--- src/rtl/comp_pkg.sv ---
`default_nettype none
// ============================================================================
// Package     : comp_pkg
// Description : Shared types and defaults for the magnitude comparator and
//               the frame min/max tracker built on top of it.
//               - cmp_res_t   : {lt, eq, gt} comparator result
//               - trk_state_t : IDLE / ACC / DONE tracker states
//               - CMP_W_DEFAULT, IDX_W_DEFAULT : default widths
// Revision    : 1.0 - initial release
// ============================================================================
package comp_pkg;

  localparam int CMP_W_DEFAULT = 16;
  localparam int IDX_W_DEFAULT = 8;

  typedef struct packed {
    logic lt;
    logic eq;
    logic gt;
  } cmp_res_t;

  typedef enum logic [1:0] {
    IDLE = 2'd0,
    ACC  = 2'd1,
    DONE = 2'd2
  } trk_state_t;

endpackage : comp_pkg
`default_nettype wire

--- src/rtl/comp_mag.sv ---
`default_nettype none
// ============================================================================
// Module      : comp_mag
// Description : Combinational W-bit unsigned magnitude comparator. Operands
//               are split into 4-bit groups; the most significant group that
//               differs decides the result.
// Ports       : a_i   [W-1:0]  left operand
//               b_i   [W-1:0]  right operand
//               res_o cmp_res_t {lt, eq, gt} of a_i versus b_i
// Revision    : 1.0 - initial release
// ============================================================================
module comp_mag
  import comp_pkg::*;
#(
  parameter int W = CMP_W_DEFAULT
) (
  input  logic [W-1:0] a_i,
  input  logic [W-1:0] b_i,
  output cmp_res_t     res_o
);

  // Round the operand up to a whole number of 4-bit groups.
  localparam int C_NG = (W + 3) / 4;
  localparam int C_WP = C_NG * 4;

  logic [C_WP-1:0] w_a;
  logic [C_WP-1:0] w_b;
  logic [C_NG-1:0] w_glt;
  logic [C_NG-1:0] w_ggt;
  cmp_res_t        w_res;

  assign w_a = C_WP'(a_i);
  assign w_b = C_WP'(b_i);

  for (genvar g = 0; g < C_NG; g++) begin : g_grp
    assign w_glt[g] = (w_a[g*4 +: 4] < w_b[g*4 +: 4]);
    assign w_ggt[g] = (w_a[g*4 +: 4] > w_b[g*4 +: 4]);
  end

  // Scanning from the LSB group upward, later (more significant) unequal
  // groups overwrite earlier ones, which gives MSB-first priority.
  always_comb begin
    w_res = '{lt: 1'b0, eq: 1'b1, gt: 1'b0};
    for (int g = 0; g < C_NG; g++) begin
      if (w_glt[g] || w_ggt[g]) begin
        w_res.lt = w_glt[g];
        w_res.gt = w_ggt[g];
        w_res.eq = 1'b0;
      end
    end
  end

  assign res_o = w_res;

endmodule : comp_mag
`default_nettype wire

--- src/rtl/comp_frame_tracker.sv ---
`default_nettype none
// ============================================================================
// Module      : comp_frame_tracker
// Description : Streaming stage that tracks the running maximum and minimum
//               of each input frame (first-occurrence indices) and emits one
//               result beat per frame with max, min, both indices and a
//               saturating sample count.
// Config      : COMP_FRAME_TRACKER_SIGNED_EN - when defined, samples are
//               compared as two's complement; otherwise unsigned.
// Ports       : clk, rst               clock, synchronous active-high reset
//               in_valid/in_ready      sample handshake
//               in_data [W-1:0]        sample
//               in_last                final sample of frame
//               out_valid/out_ready    result handshake
//               out_max/out_min        frame extremes
//               out_max_idx/out_min_idx first-occurrence indices
//               out_count              samples in frame (saturating)
//               out_ovf                frame longer than 2^IDX_W-1 samples
// Revision    : 1.0 - initial release
// ============================================================================
module comp_frame_tracker
  import comp_pkg::*;
#(
  parameter int W     = CMP_W_DEFAULT,
  parameter int IDX_W = IDX_W_DEFAULT
) (
  input  logic             clk,
  input  logic             rst,
  input  logic             in_valid,
  output logic             in_ready,
  input  logic [W-1:0]     in_data,
  input  logic             in_last,
  output logic             out_valid,
  input  logic             out_ready,
  output logic [W-1:0]     out_max,
  output logic [W-1:0]     out_min,
  output logic [IDX_W-1:0] out_max_idx,
  output logic [IDX_W-1:0] out_min_idx,
  output logic [IDX_W-1:0] out_count,
  output logic             out_ovf
);

  localparam logic [IDX_W-1:0] C_CNT_MAX = '1;

  // Flipping the MSB of both operands maps two's complement order onto
  // unsigned order, so one unsigned comparator serves both modes.
`ifdef COMP_FRAME_TRACKER_SIGNED_EN
  localparam logic [W-1:0] C_MSB_FLIP = {1'b1, {(W-1){1'b0}}};
`else
  localparam logic [W-1:0] C_MSB_FLIP = '0;
`endif

  trk_state_t       state_q, state_d;
  logic [W-1:0]     max_q, max_d;
  logic [W-1:0]     min_q, min_d;
  logic [IDX_W-1:0] max_idx_q, max_idx_d;
  logic [IDX_W-1:0] min_idx_q, min_idx_d;
  logic [IDX_W-1:0] count_q, count_d;
  logic             ovf_q, ovf_d;

  logic [W-1:0] w_smp_cmp;
  logic [W-1:0] w_max_cmp;
  logic [W-1:0] w_min_cmp;
  cmp_res_t     w_vs_max;
  cmp_res_t     w_vs_min;

  assign w_smp_cmp = in_data ^ C_MSB_FLIP;
  assign w_max_cmp = max_q   ^ C_MSB_FLIP;
  assign w_min_cmp = min_q   ^ C_MSB_FLIP;

  comp_mag #(.W(W)) u_cmp_max (
    .a_i   (w_smp_cmp),
    .b_i   (w_max_cmp),
    .res_o (w_vs_max)
  );

  comp_mag #(.W(W)) u_cmp_min (
    .a_i   (w_smp_cmp),
    .b_i   (w_min_cmp),
    .res_o (w_vs_min)
  );

  always_comb begin
    state_d   = state_q;
    max_d     = max_q;
    min_d     = min_q;
    max_idx_d = max_idx_q;
    min_idx_d = min_idx_q;
    count_d   = count_q;
    ovf_d     = ovf_q;

    unique case (state_q)
      IDLE: begin
        if (in_valid) begin
          max_d     = in_data;
          min_d     = in_data;
          max_idx_d = '0;
          min_idx_d = '0;
          count_d   = IDX_W'(1);
          ovf_d     = 1'b0;
          state_d   = in_last ? DONE : ACC;
        end
      end
      ACC: begin
        if (in_valid) begin
          // Strict comparisons only: ties keep the first occurrence. The
          // eq term is redundant for a well-formed result but keeps the
          // update gated off on any equal compare.
          if (w_vs_max.gt && !w_vs_max.eq) begin
            max_d     = in_data;
            max_idx_d = count_q;
          end
          if (w_vs_min.lt && !w_vs_min.eq) begin
            min_d     = in_data;
            min_idx_d = count_q;
          end
          // Once saturated the count (and hence any later index) sticks at
          // the maximum and the overflow flag latches for this frame.
          if (count_q == C_CNT_MAX) begin
            ovf_d = 1'b1;
          end else begin
            count_d = count_q + IDX_W'(1);
          end
          if (in_last) begin
            state_d = DONE;
          end
        end
      end
      DONE: begin
        if (out_ready) begin
          state_d = IDLE;
        end
      end
      default: state_d = IDLE;
    endcase
  end

  always_ff @(posedge clk) begin
    if (rst) begin
      state_q   <= IDLE;
      max_q     <= '0;
      min_q     <= '0;
      max_idx_q <= '0;
      min_idx_q <= '0;
      count_q   <= '0;
      ovf_q     <= 1'b0;
    end else begin
      state_q   <= state_d;
      max_q     <= max_d;
      min_q     <= min_d;
      max_idx_q <= max_idx_d;
      min_idx_q <= min_idx_d;
      count_q   <= count_d;
      ovf_q     <= ovf_d;
    end
  end

  // Handshake outputs are pure decodes of the state register.
  assign in_ready    = (state_q != DONE);
  assign out_valid   = (state_q == DONE);
  assign out_max     = max_q;
  assign out_min     = min_q;
  assign out_max_idx = max_idx_q;
  assign out_min_idx = min_idx_q;
  assign out_count   = count_q;
  assign out_ovf     = ovf_q;

endmodule : comp_frame_tracker
`default_nettype wire

--- config.mk ---
export PLATFORM = sky130hd
export DESIGN_NAME = comp_frame_tracker
export DESIGN_NICKNAME = d
export VERILOG_FILES = /design/src/rtl/comp_pkg.sv /design/src/rtl/comp_mag.sv /design/src/rtl/comp_frame_tracker.sv
export SDC_FILE = /design/constraint.sdc
export NUM_CORES = 1
export LEC_CHECK = 0
export ABC_AREA = 1
export CELL_PAD_IN_SITES_DETAIL_PLACEMENT = 0
export CELL_PAD_IN_SITES_GLOBAL_PLACEMENT = 2
export CORE_ASPECT_RATIO = 2
export CORE_MARGIN = 4
export CORE_UTILIZATION = 27
export DETAILED_ROUTE_END_ITERATION = 10
export PLACE_DENSITY_LB_ADDON = 0.15
export SETUP_SLACK_MARGIN = 0.2
export SYNTH_ARGS = -nofsm -noshare
export SYNTH_HDL_FRONTEND = slang
export SYNTH_SLANG_ARGS = --single-unit
--- constraint.sdc ---
create_clock -name clk -period 1.9 [get_ports clk]
set_input_delay 0.19 -clock clk [delete_from_list [all_inputs] [get_ports clk]]
set_output_delay 0.19 -clock clk [all_outputs]
set_load 0.005 [all_outputs]
# Yosys cells after proc, flatten, opt, wreduce, memory -nomap -nowiden
# Cells that the tools add are included.
# op_classes
n_addsub	1
n_lt_le_gt_ge	16
n_eq_ne	12
n_mux	36
reduce_logical	19
# ops
operator	n
2-to-1 mux 16 bit	5
2-to-1 mux 8 bit	8
case mux 16 bit (2 select lines)	2
case mux 8 bit (2 select lines)	3
> comparator 4 bit	8
< comparator 4 bit	8
AND reduction 4 bit	5
2-to-1 mux 2 bit	9
!= test 2 bit (second input constant)	8
2-to-1 mux 3 bit	4
adder 8 x 1 -> 8 bit (second input constant)	1
equality test 8 bit (second input constant)	1
logical OR 1 bit	8
case mux 2 bit (3 select lines)	1
2-to-1 mux 1 bit	3
equality test 2 x 1 -> 1 bit (second input constant)	1
equality test 2 bit (second input constant)	1
logical AND 1 bit	2
logical NOT 1 bit	2
logical NOT 2 bit	1
!= test 2 x 1 -> 1 bit (second input constant)	1
case mux 1 bit (2 select lines)	1
nonzero test 2 bit	1
# totals
ff_bits	59
in_bits	21
out_inout_bits	59
word_cells	91

# Depth between registers and ports, before layout
# depth
depth_word	11
depth_mapped	17
mapped_depth_nobuf	16

# By module
# Synthesis repeated with hierarchy kept, for this count alone.
# unflattened
cells_unflattened	491
hier_area_um2	3444.6
# by_module_without_submodules
module	instances	cells_each	area_per_inst_um2	seq_area_each_um2
comp_frame_tracker	1	327	2473.6	1181.1
comp_mag	2	82	485.5	0.0

# Worst setup path after synthesis
# OpenSTA, ideal clock, no wires.
# synth_timing
kind	flip-flop to flip-flop
from	register max_q[3], in the netlist out_max[3]
to	register max_q[0], in the netlist out_max[0]
setup_ns	0.113
t_arrival_ns	1.645
t_required_ns	1.787
slack_ns	0.142
stages_incl_launch_ff	16
path_buffers	2
period_less_slack_ns	1.758
cell_sequence	dfxtp_1 -> inv_1 -> ha_1 -> nand2_1 -> o21ai_1 -> nand3_1 -> nand2_1 -> nand2_1 -> nand2_1 -> nand2_1 -> nand2_1 -> nand2_2 -> buf_6 -> buf_12 -> a21oi_2 -> nor2_1
# synth_between
elab_chain_cells	10
elab_cells_between_ends	11
cone_classes	order compare: 2; eq/ne: 1; mux: 4; reduce/logical: 4
# synth_lines
item	line	rtl
from (decl)	comp_frame_tracker.sv:54	logic [W-1:0] max_q, max_d;
from (signal assigned)	comp_frame_tracker.sv:149	max_q <= max_d;
< comparator 4 bit / > comparator 4 bit (equally long branches)	comp_mag.sv:36, comp_mag.sv:37	
logical OR 1 bit	comp_mag.sv:45	if (w_glt[g] || w_ggt[g]) begin
2-to-1 mux 2 bit (*) (4 in a row)	comp_mag.sv:45	
logical NOT 1 bit	comp_frame_tracker.sv:109	if (w_vs_max.gt && !w_vs_max.eq) begin
logical AND 1 bit (*)	comp_frame_tracker.sv:109	
!= test 2 bit (no source line) (*)	--	
AND reduction 4 bit (no source line) (*)	--	
# Mark *: on every way between the ends. The rest lies on a longest branch, timed or not.
# A chain may end at the register's enable or synchronous reset.

# Worst setup path in the final report
# layout_timing
from	register min_q[1], in the netlist out_min[1]
to	register min_idx_q[1], in the netlist out_min_idx[1]
# layout_between
elab_chain_cells	10
elab_cells_between_ends	11
cone_classes	order compare: 2; eq/ne: 1; mux: 4; reduce/logical: 4
# layout_lines
item	line	rtl
from (decl)	comp_frame_tracker.sv:55	logic [W-1:0] min_q, min_d;
from (signal assigned)	comp_frame_tracker.sv:150	min_q <= min_d;
< comparator 4 bit / > comparator 4 bit (equally long branches)	comp_mag.sv:36, comp_mag.sv:37	
logical OR 1 bit	comp_mag.sv:45	
2-to-1 mux 3 bit (*) (4 in a row)	comp_mag.sv:45	
logical NOT 1 bit	comp_frame_tracker.sv:113	if (w_vs_min.lt && !w_vs_min.eq) begin
logical AND 1 bit (*)	comp_frame_tracker.sv:113	
!= test 2 bit (no source line) (*)	--	
AND reduction 4 bit (no source line) (*)	--	
to (signal assigned)	comp_frame_tracker.sv:152	min_idx_q <= min_idx_d;
to (decl)	comp_frame_tracker.sv:57	logic [IDX_W-1:0] min_idx_q, min_idx_d;
# Marked as above.

==> results.sh <==
export IMPL_status="complete, but fails checks"
export IMPL_violations="negative setup slack"
export IMPL_die_w_um=87.5
export IMPL_timing_rr_start="out_min[1]$_SDFFE_PP0P_"
export IMPL_min_delay_path_depth=3
export IMPL_worst_skew_pair_late_latency_ns=0.33
export IMPL_cts_sinks=59
export IMPL_cap_violations=0
export IMPL_fin_ws_ns=-0.0133
export IMPL_port_buffers=79
export IMPL_yosys_top_cells_area="dfxtp_1 (35%), ha_1 (12%), nand2_1 (11%)"
export IMPL_rr_worst_depth=15
export IMPL_netlist_instances=482
export IMPL_setup_viol=1
export IMPL_htree_levels=3
export IMPL_drt_first_pass_iters=5
export IMPL_detail_route_antenna_nets=0
export IMPL_slowest_stage="dfxtp_2"
export IMPL_cts_buffers=9
export IMPL_power_mw=4.53
export IMPL_hold_viol=0
export IMPL_track_usage_pct=16.9
export IMPL_leakage_nw=2.59
export IMPL_drive_gt1_share_pct=37.9
export IMPL_min_path_type="in2reg"
export IMPL_fin_crit_ns=1.91
export IMPL_cp_required_ns=2.12
export IMPL_route_detailed_drc=0
export IMPL_grt_pass1_vias=3621
export IMPL_ys_ff_latch=59
export IMPL_yosys_area_top_type="dfxtp_1"
export IMPL_ys_seq_area_share_pct=34.6
export IMPL_grt_pass1_wl_um=18900
export IMPL_min_from="in_data[0]"
export IMPL_fp_row_count=57
export IMPL_die_height_um=167
export IMPL_vdd_ir_drop_max_mv=0.458
export IMPL_die_area_mm2=0.0146
export IMPL_ys_types=28
export IMPL_pwr_density_cell_mw_per_mm2=764
export IMPL_rsz0062_at_grt="true"
export IMPL_syn_avg_cell_area_um2=7.08
export IMPL_path_clk_slew_ns=0.05
export IMPL_clockBufferDepth=2
export IMPL_min_to="out_min[0]$_SDFFE_PP0P_"
export IMPL_io_pins=80
export IMPL_fin_area_mm2=0.00593
export IMPL_fmax_ghz=0.523
export IMPL_r2r_end="out_min_idx[1]$_SDFFE_PP0P_"
export IMPL_slew_violations=0
export IMPL_routed_via_density=4.59
export IMPL_layout_common_cells="nand2_1 (73), clkdlybuf4s50_1 (68), inv_1 (55)"
export IMPL_dpl_instance_area_mm2=0.00471
export IMPL_antenna_found_initial=0
export IMPL_initial_core_util_pct=27.8
export IMPL_tightest_slew_ns=0.373
export IMPL_startpoint="out_min[1]$_SDFFE_PP0P_"
export IMPL_dpl_worst_slack_ns=-0.417
export IMPL_max_slew_margin_pct=75.1
export IMPL_cts_tree="done"
export IMPL_crit_top_cell="nand2_2"
export IMPL_ys_warn_count=0
export IMPL_gp_congestion=0.750
export IMPL_synth_nets=536
export IMPL_syn_area_mm2=0.00341
export IMPL_path_cells="inv_2 -> ha_4 -> inv_2 -> o21bai_1 -> nand3_1 -> nand2_1 -> nand2_2 -> nand2_2 -> nand2_2 -> nand2_2 -> nand2_4 -> buf_6 -> clkbuf_16 -> a21oi_2 -> nor2_1"
export IMPL_grt_max_degree=35
export IMPL_routed_wl_um=11900
export IMPL_fin_setup_tns_ns=-0.0133
export IMPL_cp_slowest_stage_delay_ns=0.33
export IMPL_design_core_area_mm2=0.0123
export IMPL_cts_root_buffer="clkbuf_16"
export IMPL_diodes=0
export IMPL_clock_skew_ns=0.00848
export IMPL_nets=676
export IMPL_yosysTopAreaCellShare_pct=34.6
export IMPL_wl_per_cell_um=15.4
export IMPL_via_count=3548
export IMPL_crit_type="reg2reg"
export IMPL_arrival_ns=2.13
export IMPL_mostFrequentLayoutCell="nand2_1"
export IMPL_cp_start_kind="flop"
export IMPL_worstPathMaxFanout=4
export IMPL_grt_remaining_overflow=0
export IMPL_drt_initial_drc_count=92
export IMPL_fin_crit_sh_pct=101
export IMPL_area_delta_synth_final_pct=73.8
export IMPL_r2r_slack_ns=-0.01
export IMPL_hpwlAfterDp_um=8260
export IMPL_worst_setup_path_end_kind="flop"
[cells by family (layout without fill, tap and decap cells)]
group | after synthesis | in the layout | synth area share (%)
simple gates | 211 | 211 | 25.8
buf+inv | 96 | 240 | 12.5
compound gates | 82 | 82 | 14.8
flops | 59 | 59 | 34.6
fa+ha+maj | 33 | 33 | 12.1
xor+xnor | 1 | 1 | 0.257
[how the worst max path moves through the flow]
stage / slack (ns) / to / depth (start not counted)
5_1_grt: -0.13 / out_max_idx[4]$_SDFFE_PP0P_ / 15
2_1_floorplan: 0.18 / out_max[7]$_SDFFE_PP0P_ / 15
3_3_place_gp: -0.39 / out_max[15]$_SDFFE_PP0P_ / 18
4_1_cts: 0.0001 / out_max[11]$_SDFFE_PP0P_ / 15
6_report: -0.01 / out_min_idx[1]$_SDFFE_PP0P_ / 15
3_5_place_dp: -0.42 / out_min[6]$_SDFFE_PP0P_ / 15
[synthesized netlist by cell type]
master and instances:
nand2_1 96, inv_1 64, dfxtp_1 59, nand3_1 55, nor2_1 51, a21oi_1 43, ha_1 33, a21oi_2 20
buf_2 8, inv_2 8, o21ai_1 7, buf_1 5, clkbuf_1 5, o21ai_0 5, nand2_2 3, o21bai_1 3
buf_12 2, buf_4 2, buf_6 2, nor2_2 2, nor3_1 2, a2111oi_1 1, a311oi_1 1, a31oi_1 1
o22ai_1 1, or2_0 1, or2_2 1, xor2_1 1
[layout make-up]
type,instances,area (um2)
Fill cell,1246,6330
Multi-Input combinational cell,327,2360
Tap cell,147,184
Clock inverter,2,35.0
Sequential cell,59,1200
Timing Repair Buffer,153,1620
Inverter,72,270
Clock buffer,13,260
[sequential cells by signal (all words and copies together), names as in the netlist]
signal / count
out_max: 16
out_min: 16
out_count: 8
out_max_idx: 8
out_min_idx: 8
state_q: 2
out_ovf: 1
[worst max-delay path: cells and delay by family, from the launching register on]
| family | cells | cell delay, ns |
|---|---|---|
| simple gates | 8 | 0.59 |
| fa+ha+maj | 1 | 0.25 |
| buf+inv | 4 | 0.37 |
| compound gates | 2 | 0.26 |
| flops | 1 | 0.33 |
[power by group]
part	internal [mW]	switching (mW)	total [mW]
sequential	1.35	0.0861	1.43
clock	1.08	0.569	1.65
combinational	0.767	0.689	1.46
[what timing repair did]
action / 4_1_cts / 5_1_grt
pin swaps: 12 / 27
cloned: 5 / 3
hold buffers: 0 / 0
setup buffers: 9 / 6
endpoints found under the setup margin: 51 / 57
gates resized for setup: 111 / 50
[layer usage]
layer	GRT usage, %	up-vias	wire (um)	share of wire [%]
met5	0	-	0	0
met1	18.4	1643	4610	39
met4	5.61	0	203	1.7
met2	31.3	63	6680	56
li1	-	1831	-	-
met3	3.16	11	404	3.4
[through the flow]
step           hold slack [ns]  instances  util [%]
2_1_floorplan            0.275        482         -
3_3_place_gp             0.442        735      38.4
3_5_place_dp             0.440        735      38.4
4_1_cts                  0.281        764      45.5
5_1_grt                  0.291        773      48.4
6_report                 0.299        773      48.4
No activity file was read; power rests on OpenSTA's default activity.
